===== config.mk =====
export PLATFORM = sky130hd
export DESIGN_NAME = uart_tx_arbiter
export DESIGN_NICKNAME = d
export VERILOG_FILES = /design/src/rtl/uart_pkg.sv /design/src/rtl/uart_tx_arbiter_rr_pick.sv /design/src/rtl/uart_tx_arbiter.sv
export SDC_FILE = /design/constraint.sdc
export NUM_CORES = 1
export LEC_CHECK = 0
export CORE_ASPECT_RATIO = 0.75
export CORE_MARGIN = 2
export CORE_UTILIZATION = 30
export DETAILED_ROUTE_END_ITERATION = 16
export PLACE_DENSITY = 0.6
export SLEW_MARGIN = 20
export SYNTH_ARGS = -nofsm -noshare
export SYNTH_HDL_FRONTEND = slang
export SYNTH_SLANG_ARGS = --single-unit

===== constraint.sdc =====
create_clock -name clk -period 2.6 [get_ports clk]
set_input_delay 0.26 -clock clk [delete_from_list [all_inputs] [get_ports clk]]
set_output_delay 0.26 -clock clk [all_outputs]
set_load 0.1 [all_outputs]

===== src/rtl/uart_pkg.sv =====
// Shared UART definitions: arbiter state encoding, frame size and default watchdog length.
package uart_pkg;

  typedef enum logic [1:0] {IDLE, SEND, GAP} state_t;

  localparam int unsigned UART_FRAME_BITS = 10;

  // Two full frame times at the given clock and baud rate.
  function automatic int unsigned default_timeout(input int unsigned clk_freq,
                                                  input int unsigned baud_rate);
    return (2 * UART_FRAME_BITS * clk_freq) / baud_rate;
  endfunction

endpackage


===== src/rtl/uart_tx_arbiter_rr_pick.sv =====
// Combinational round-robin picker: first valid index searching upward from last+1 with wrap.
module rr_pick
  import uart_pkg::*;
#(
  parameter int unsigned NREQ = 4
) (
  input  logic [NREQ-1:0]         valid,
  input  logic [$clog2(NREQ)-1:0] last,
  output logic [$clog2(NREQ)-1:0] idx,
  output logic                    any
);

  localparam int unsigned IW = $clog2(NREQ);

  always_comb begin
    idx = '0;
    any = 1'b0;
    for (int unsigned k = 1; k <= NREQ; k++) begin
      if (!any && valid[IW'((32'(last) + k) % NREQ)]) begin
        idx = IW'((32'(last) + k) % NREQ);
        any = 1'b1;
      end
    end
  end

endmodule


===== src/rtl/uart_tx_arbiter.sv =====
// Round-robin arbiter sharing one UART transmitter among NREQ byte requesters,
// with locked multi-byte packets and a completion watchdog.
module uart_tx_arbiter
  import uart_pkg::*;
#(
  parameter int unsigned NREQ        = 4,
  parameter int unsigned CLK_FREQ    = 1000000,
  parameter int unsigned BAUD_RATE   = 9600,
  parameter int unsigned TIMEOUT_CYC = default_timeout(CLK_FREQ, BAUD_RATE)
) (
  input  logic                    clk,
  input  logic                    rst,
  input  logic [NREQ-1:0]         req_valid,
  input  logic [NREQ*8-1:0]       req_data,
  input  logic [NREQ-1:0]         req_last,
  output logic [NREQ-1:0]         req_ready,
  output logic [7:0]              dintx,
  output logic                    newd,
  input  logic                    donetx,
  output logic [$clog2(NREQ)-1:0] grant_id,
  output logic                    busy,
  output logic                    timeout_err
);

  localparam int unsigned IW = $clog2(NREQ);
  localparam int unsigned WW = $clog2(TIMEOUT_CYC + 1);

  state_t        state;
  logic [IW-1:0] last_grant;
  logic [IW-1:0] pick_idx;
  logic          pick_any;
  logic          lock;
  logic          donetx_q;
  logic [WW-1:0] wdog;
  logic [7:0]    data_arr [NREQ];
  logic          done_rise_c;
  logic          grant_go_c;
  logic [IW-1:0] grant_sel_c;

  for (genvar i = 0; i < NREQ; i++) begin : g_unpack
    assign data_arr[i] = req_data[8*i +: 8];
  end

  rr_pick #(.NREQ(NREQ)) u_pick (
    .valid (req_valid),
    .last  (last_grant),
    .idx   (pick_idx),
    .any   (pick_any)
  );

  // A held lock pins the grant to the locked requester, even if it is idle.
  assign grant_go_c  = lock ? req_valid[grant_id] : pick_any;
  assign grant_sel_c = lock ? grant_id : pick_idx;
  assign done_rise_c = donetx & ~donetx_q;

  always_ff @(posedge clk) begin
    if (rst) begin
      state       <= IDLE;
      newd        <= 1'b0;
      dintx       <= 8'h00;
      req_ready   <= '0;
      grant_id    <= '0;
      last_grant  <= IW'(NREQ - 1);
      lock        <= 1'b0;
      busy        <= 1'b0;
      timeout_err <= 1'b0;
      donetx_q    <= 1'b0;
      wdog        <= '0;
    end else begin
      donetx_q    <= donetx;
      req_ready   <= '0;
      timeout_err <= 1'b0;
      case (state)
        IDLE: begin
          if (grant_go_c) begin
            dintx    <= data_arr[grant_sel_c];
            newd     <= 1'b1;
            grant_id <= grant_sel_c;
            wdog     <= '0;
            busy     <= 1'b1;
            state    <= SEND;
          end
        end
        SEND: begin
          if (wdog != WW'(TIMEOUT_CYC)) wdog <= wdog + WW'(1);
          if (done_rise_c) begin
            newd                <= 1'b0;
            req_ready[grant_id] <= 1'b1;
            lock                <= ~req_last[grant_id];
            last_grant          <= grant_id;
            state               <= GAP;
          end else if (wdog == WW'(TIMEOUT_CYC - 1)) begin
            newd                <= 1'b0;
            req_ready[grant_id] <= 1'b1;
            timeout_err         <= 1'b1;
            lock                <= 1'b0;
            state               <= GAP;
          end
        end
        GAP: begin
          // Stale high donetx must not complete the next grant.
          if (!donetx) begin
            busy  <= 1'b0;
            state <= IDLE;
          end
        end
        default: begin
          busy  <= 1'b0;
          state <= IDLE;
        end
      endcase
    end
  end

endmodule

==> key figures <==
Routing
  • Detailed-routing iteration count for the pre-antenna-repair pass: 4
  • Count of routing violations after the opening detailed-route iteration: 49
  • Routed Antenna Nets: 0
  • Count of vias placed by the detailed router: 1762
  • Avg WL per Cell: 12.8 µm
  • Drt total wl: 4560 µm
  • Via/cell ratio: 4.95
  • Remaining design rule violation count: 0

Logic synthesis
  • Leading cell types by total area after synthesis: sky130_fd_sc_hd__dfxtp_1 36%, sky130_fd_sc_hd__mux2i_1 5.7%, sky130_fd_sc_hd__o211ai_2 5.2%
  • Number of distinct library cell variants in the gate-level netlist after synthesis: 41
  • Number of synthesized flops with an enable pin: 0
  • Fraction of synthesized area in multiplexers: 8.02%
  • Nets in the synthesized netlist: 261
  • Synthesized instance count: 216
  • Sequential-to-total area share from yosys stat: 36.2%
  • YS warnings: 0
  • Synthesized flop and latch total: 35
  • Dominant combinational cell family by area after synthesis: simple AND/OR/NAND/NOR gates
  • Biggest area consumer among synthesized cells: sky130_fd_sc_hd__dfxtp_1
  • Compound-cell area share of the yosys netlist: 19.1%
  • Most used DFF post-synth: sky130_fd_sc_hd__dfxtp_1
  • Xor/xnor share of the synthesized area: 4.52%
  • Synth Area in Adders: 1.29%
  • Share of the synthesized area in the top cell type: 36.2%
  • Ys async rst share: 0%
  • Syn Std Cell Area: 1940 µm²
  • Basic-gate share of the synthesized area counting and, or, nand and nor cells: 26.4%
  • Mean Syn Cell Area: 8.96 µm²

Global routing
  • Total congestion overflow: 0
  • First-pass GRT wire length: 7730 µm
  • Vias in the first global route: 1672
  • Pin count of the biggest net entering global routing: 20
  • Initial antenna violation count: 0
  • Total global-route track usage: 13.7%

STA
  • Transition time of the tightest slew-check pin: 0.503 ns
  • Final setup TNS: 0 ns
  • Final critical-path share of the clock period: 82.3%
  • Max Clock Freq: 467 MHz
  • Final number of setup-violating endpoints: 0
  • Worst-case clock skew: 0.00712 ns
  • Worst-case hold slack: 0.456 ns
  • Max-slew violation total from the final report: 0
  • RSZ-0062 raised after global routing: no
  • Count of final hold-check violations: 0
  • Tightest slew margin relative to the limit: 66.0%
  • Clock period minus final worst setup slack: 2.14 ns

Setup path
  • Number of cells on the critical path: 6
  • CP arrival: 2.35 ns
  • Cell with the largest stage delay on the worst path: sky130_fd_sc_hd__clkdlybuf4s50_1
  • Buffers and inverters on the worst path: 1
  • Nature of the critical path startpoint: input port
  • Worst reg-to-reg path cell count: 8
  • Kind of critical path: in2reg
  • Longest individual stage delay on the worst path: 0.60 ns
  • Critical Path Most Common Cell: sky130_fd_sc_hd__or3_1
  • Critical path endpoint category: flop
  • CP delay by family, top: simple AND/OR/NAND/NOR gates
  • CP cell instances: clkdlybuf4s50_1 -> mux4_2 -> o2bb2ai_2 -> or3_1 -> or3_1 -> o211ai_2
  • Maximum fanout count along the critical path: 8
  • Worst Path Required: 2.81 ns

Hold path
  • Worst hold-check path type: reg2reg
  • Cells on Worst Hold Path: 2

Layout
  • Fraction of final layout cells sized beyond drive strength 1: 16.0%
  • Area of all placed cells without fillers: 2630 µm²
  • Sequential cell area: 703 µm²
  • Number of fill cells: 630
  • Net count of the finished layout: 321
  • Final Instance Count excl. Fillers: 356
  • Area growth from synthesis to layout: 36.1%
  • Area of the multi-input gates: 1150 µm²
  • Inserted Diodes: 0

Placed design
  • I/O Buffers: 59
  • Post-Place Cells: 350
  • Detail Placement HPWL: 3480 µm
  • Post-detailed-placement cell area: 2560 µm²
  • GP Congestion: 0.803

Floorplan
  • Total Die Area: 7120 µm²
  • Number of I/O pins: 60
  • Placeable core region: 6260 µm²
  • Die Span Y: 73.6 µm
  • DIE WIDTH: 96.8 µm
  • Standard-cell row count: 25
  • Effective utilization at floorplan: 30.9%

Clock network
  • Clock tree root driver cell: sky130_fd_sc_hd__clkbuf_8
  • Hold buffer count at cts: 0
  • Clock sink count: 35
  • TritonCTS clock tree: done
  • Clock slew at reported path FFs: 0.07 ns
  • Post-CTS setup-driven buffer insertion count: 0
  • Total number of H-tree levels: 2
  • Clock insertion delay at the later pin of the skew report: 0.28 ns
  • TritonCTS Buffers: 5
  • Clock tree buffer depth: 2
  • Post-CTS Resized: 0

Run
  • Max Cap Violations: 0

Power and ir drop
  • Worst VDD drop: 286 µV
  • Static Leak: 1.01 nW
  • Power per Cell Area: 569 nW/µm²

Status
  • Outcome: complete, no violations
[cells in the mapped netlist (all sizes together), types with 2 or more instances]
cell type / instances
dfxtp: 35
nand2: 22
nor2: 19
mux2i: 11
a21oi: 10
nor3b: 10
o21ai: 10
o211ai: 9
o21a: 8
clkbuf: 7
xor2: 7
nand3: 6
nor2b: 6
nor3: 6
buf: 5
inv: 4
nand2b: 4
nor4b: 4
or3: 4
a211o: 3
and3: 3
xnor2: 3
a21o: 2
ha: 2
mux4: 2
nand4: 2
nor4: 2
[final cells by class]
cell class              count  share of cell area, %
repair buffers             65                   22.5
clock buffers               6                   2.76
inverters                   4                  0.570
multi-input cells         165                   43.6
flip-flops and latches     35                   26.7
well taps                  81                   3.85
[through the flow]
| step | total power (W) | util, % | setup slack [ns] |
|---|---|---|---|
| 6_report | 0.00150 | 42.1 | 0.461 |
| 5_1_grt | 0.00157 | 42.1 | 0.165 |
| 4_1_cts | 0.00151 | 42.1 | 0.454 |
| 3_5_place_dp | 0.00115 | 40.9 | 0.156 |
| 3_3_place_gp | 0.00115 | 40.9 | 0.189 |
| 2_1_floorplan | 0.00100 | - | 0.220 |
[worst register-to-register path, cell delays in order, from the launching register on]
cell and delay (ns):
sky130_fd_sc_hd__dfxtp_2 0.45, sky130_fd_sc_hd__mux4_2 0.54, sky130_fd_sc_hd__o2bb2ai_2 0.23, sky130_fd_sc_hd__or3_1 0.18
sky130_fd_sc_hd__buf_4 0.16, sky130_fd_sc_hd__nor2b_1 0.13, sky130_fd_sc_hd__buf_4 0.16, sky130_fd_sc_hd__nand2_1 0.08
sky130_fd_sc_hd__o211ai_2 0.07
[layout by cell type, fill, tap and decap left out, drive strengths merged, types with 6 or more instances in the layout]
master,netlist,final
a21oi,10,10
xor2,7,7
buf,5,23
clkbuf,7,6
nand2,22,22
o21a,8,8
nand3,6,6
nor2,19,19
nor3,6,6
o211ai,9,9
mux2i,11,11
dfxtp,35,35
o21ai,10,10
nor2b,6,6
nor3b,10,10
clkdlybuf4s50,0,42
[path summary, 6_finish.rpt]
check                                   from  endpoint  slack (ns)
worst min-delay path                    newd      newd        0.46
worst min register to register          newd      newd        0.46
worst max-delay path            req_valid[3]  dintx[2]        0.46
worst max register to register   grant_id[1]  dintx[2]        0.53
[sequential cells by signal, indices dropped and copies added, names as in the netlist]
signal / flops
wdog: 12
dintx: 8
req_ready: 4
grant_id: 2
last_grant: 2
state: 2
busy: 1
donetx_q: 1
lock: 1
newd: 1
timeout_err: 1
[report_power, final]
group          switching, W  total [W]  leakage [nW]  internal (W)
clock network      0.000181   0.000360        0.0371      0.000178
registers         0.0000361   0.000610         0.287      0.000574
logic              0.000341   0.000530         0.691      0.000189
total              0.000558    0.00150          1.01      0.000941
[routing by layer]
| metal | up-vias | wire length (µm) | global-route usage [%] |
|---|---|---|---|
| li1 | 893 | - | - |
| met5 | - | 0 | 0 |
| met3 | 7 | 326 | 5.14 |
| met1 | 810 | 2190 | 17.0 |
| met2 | 52 | 1990 | 22.3 |
| met4 | 0 | 57 | 4.23 |
[cell families after synthesis]
| family | after synthesis |
|---|---|
| adder cells (fa/ha/maj) | 2 |
| XOR/XNOR | 10 |
| AND/OR/NAND/NOR | 94 |
| buffers and inverters | 16 |
| flip-flops | 35 |
| AO/OA/AOI/OAI | 46 |
| multiplexers | 13 |
No activity file was read; power rests on OpenSTA's default activity.
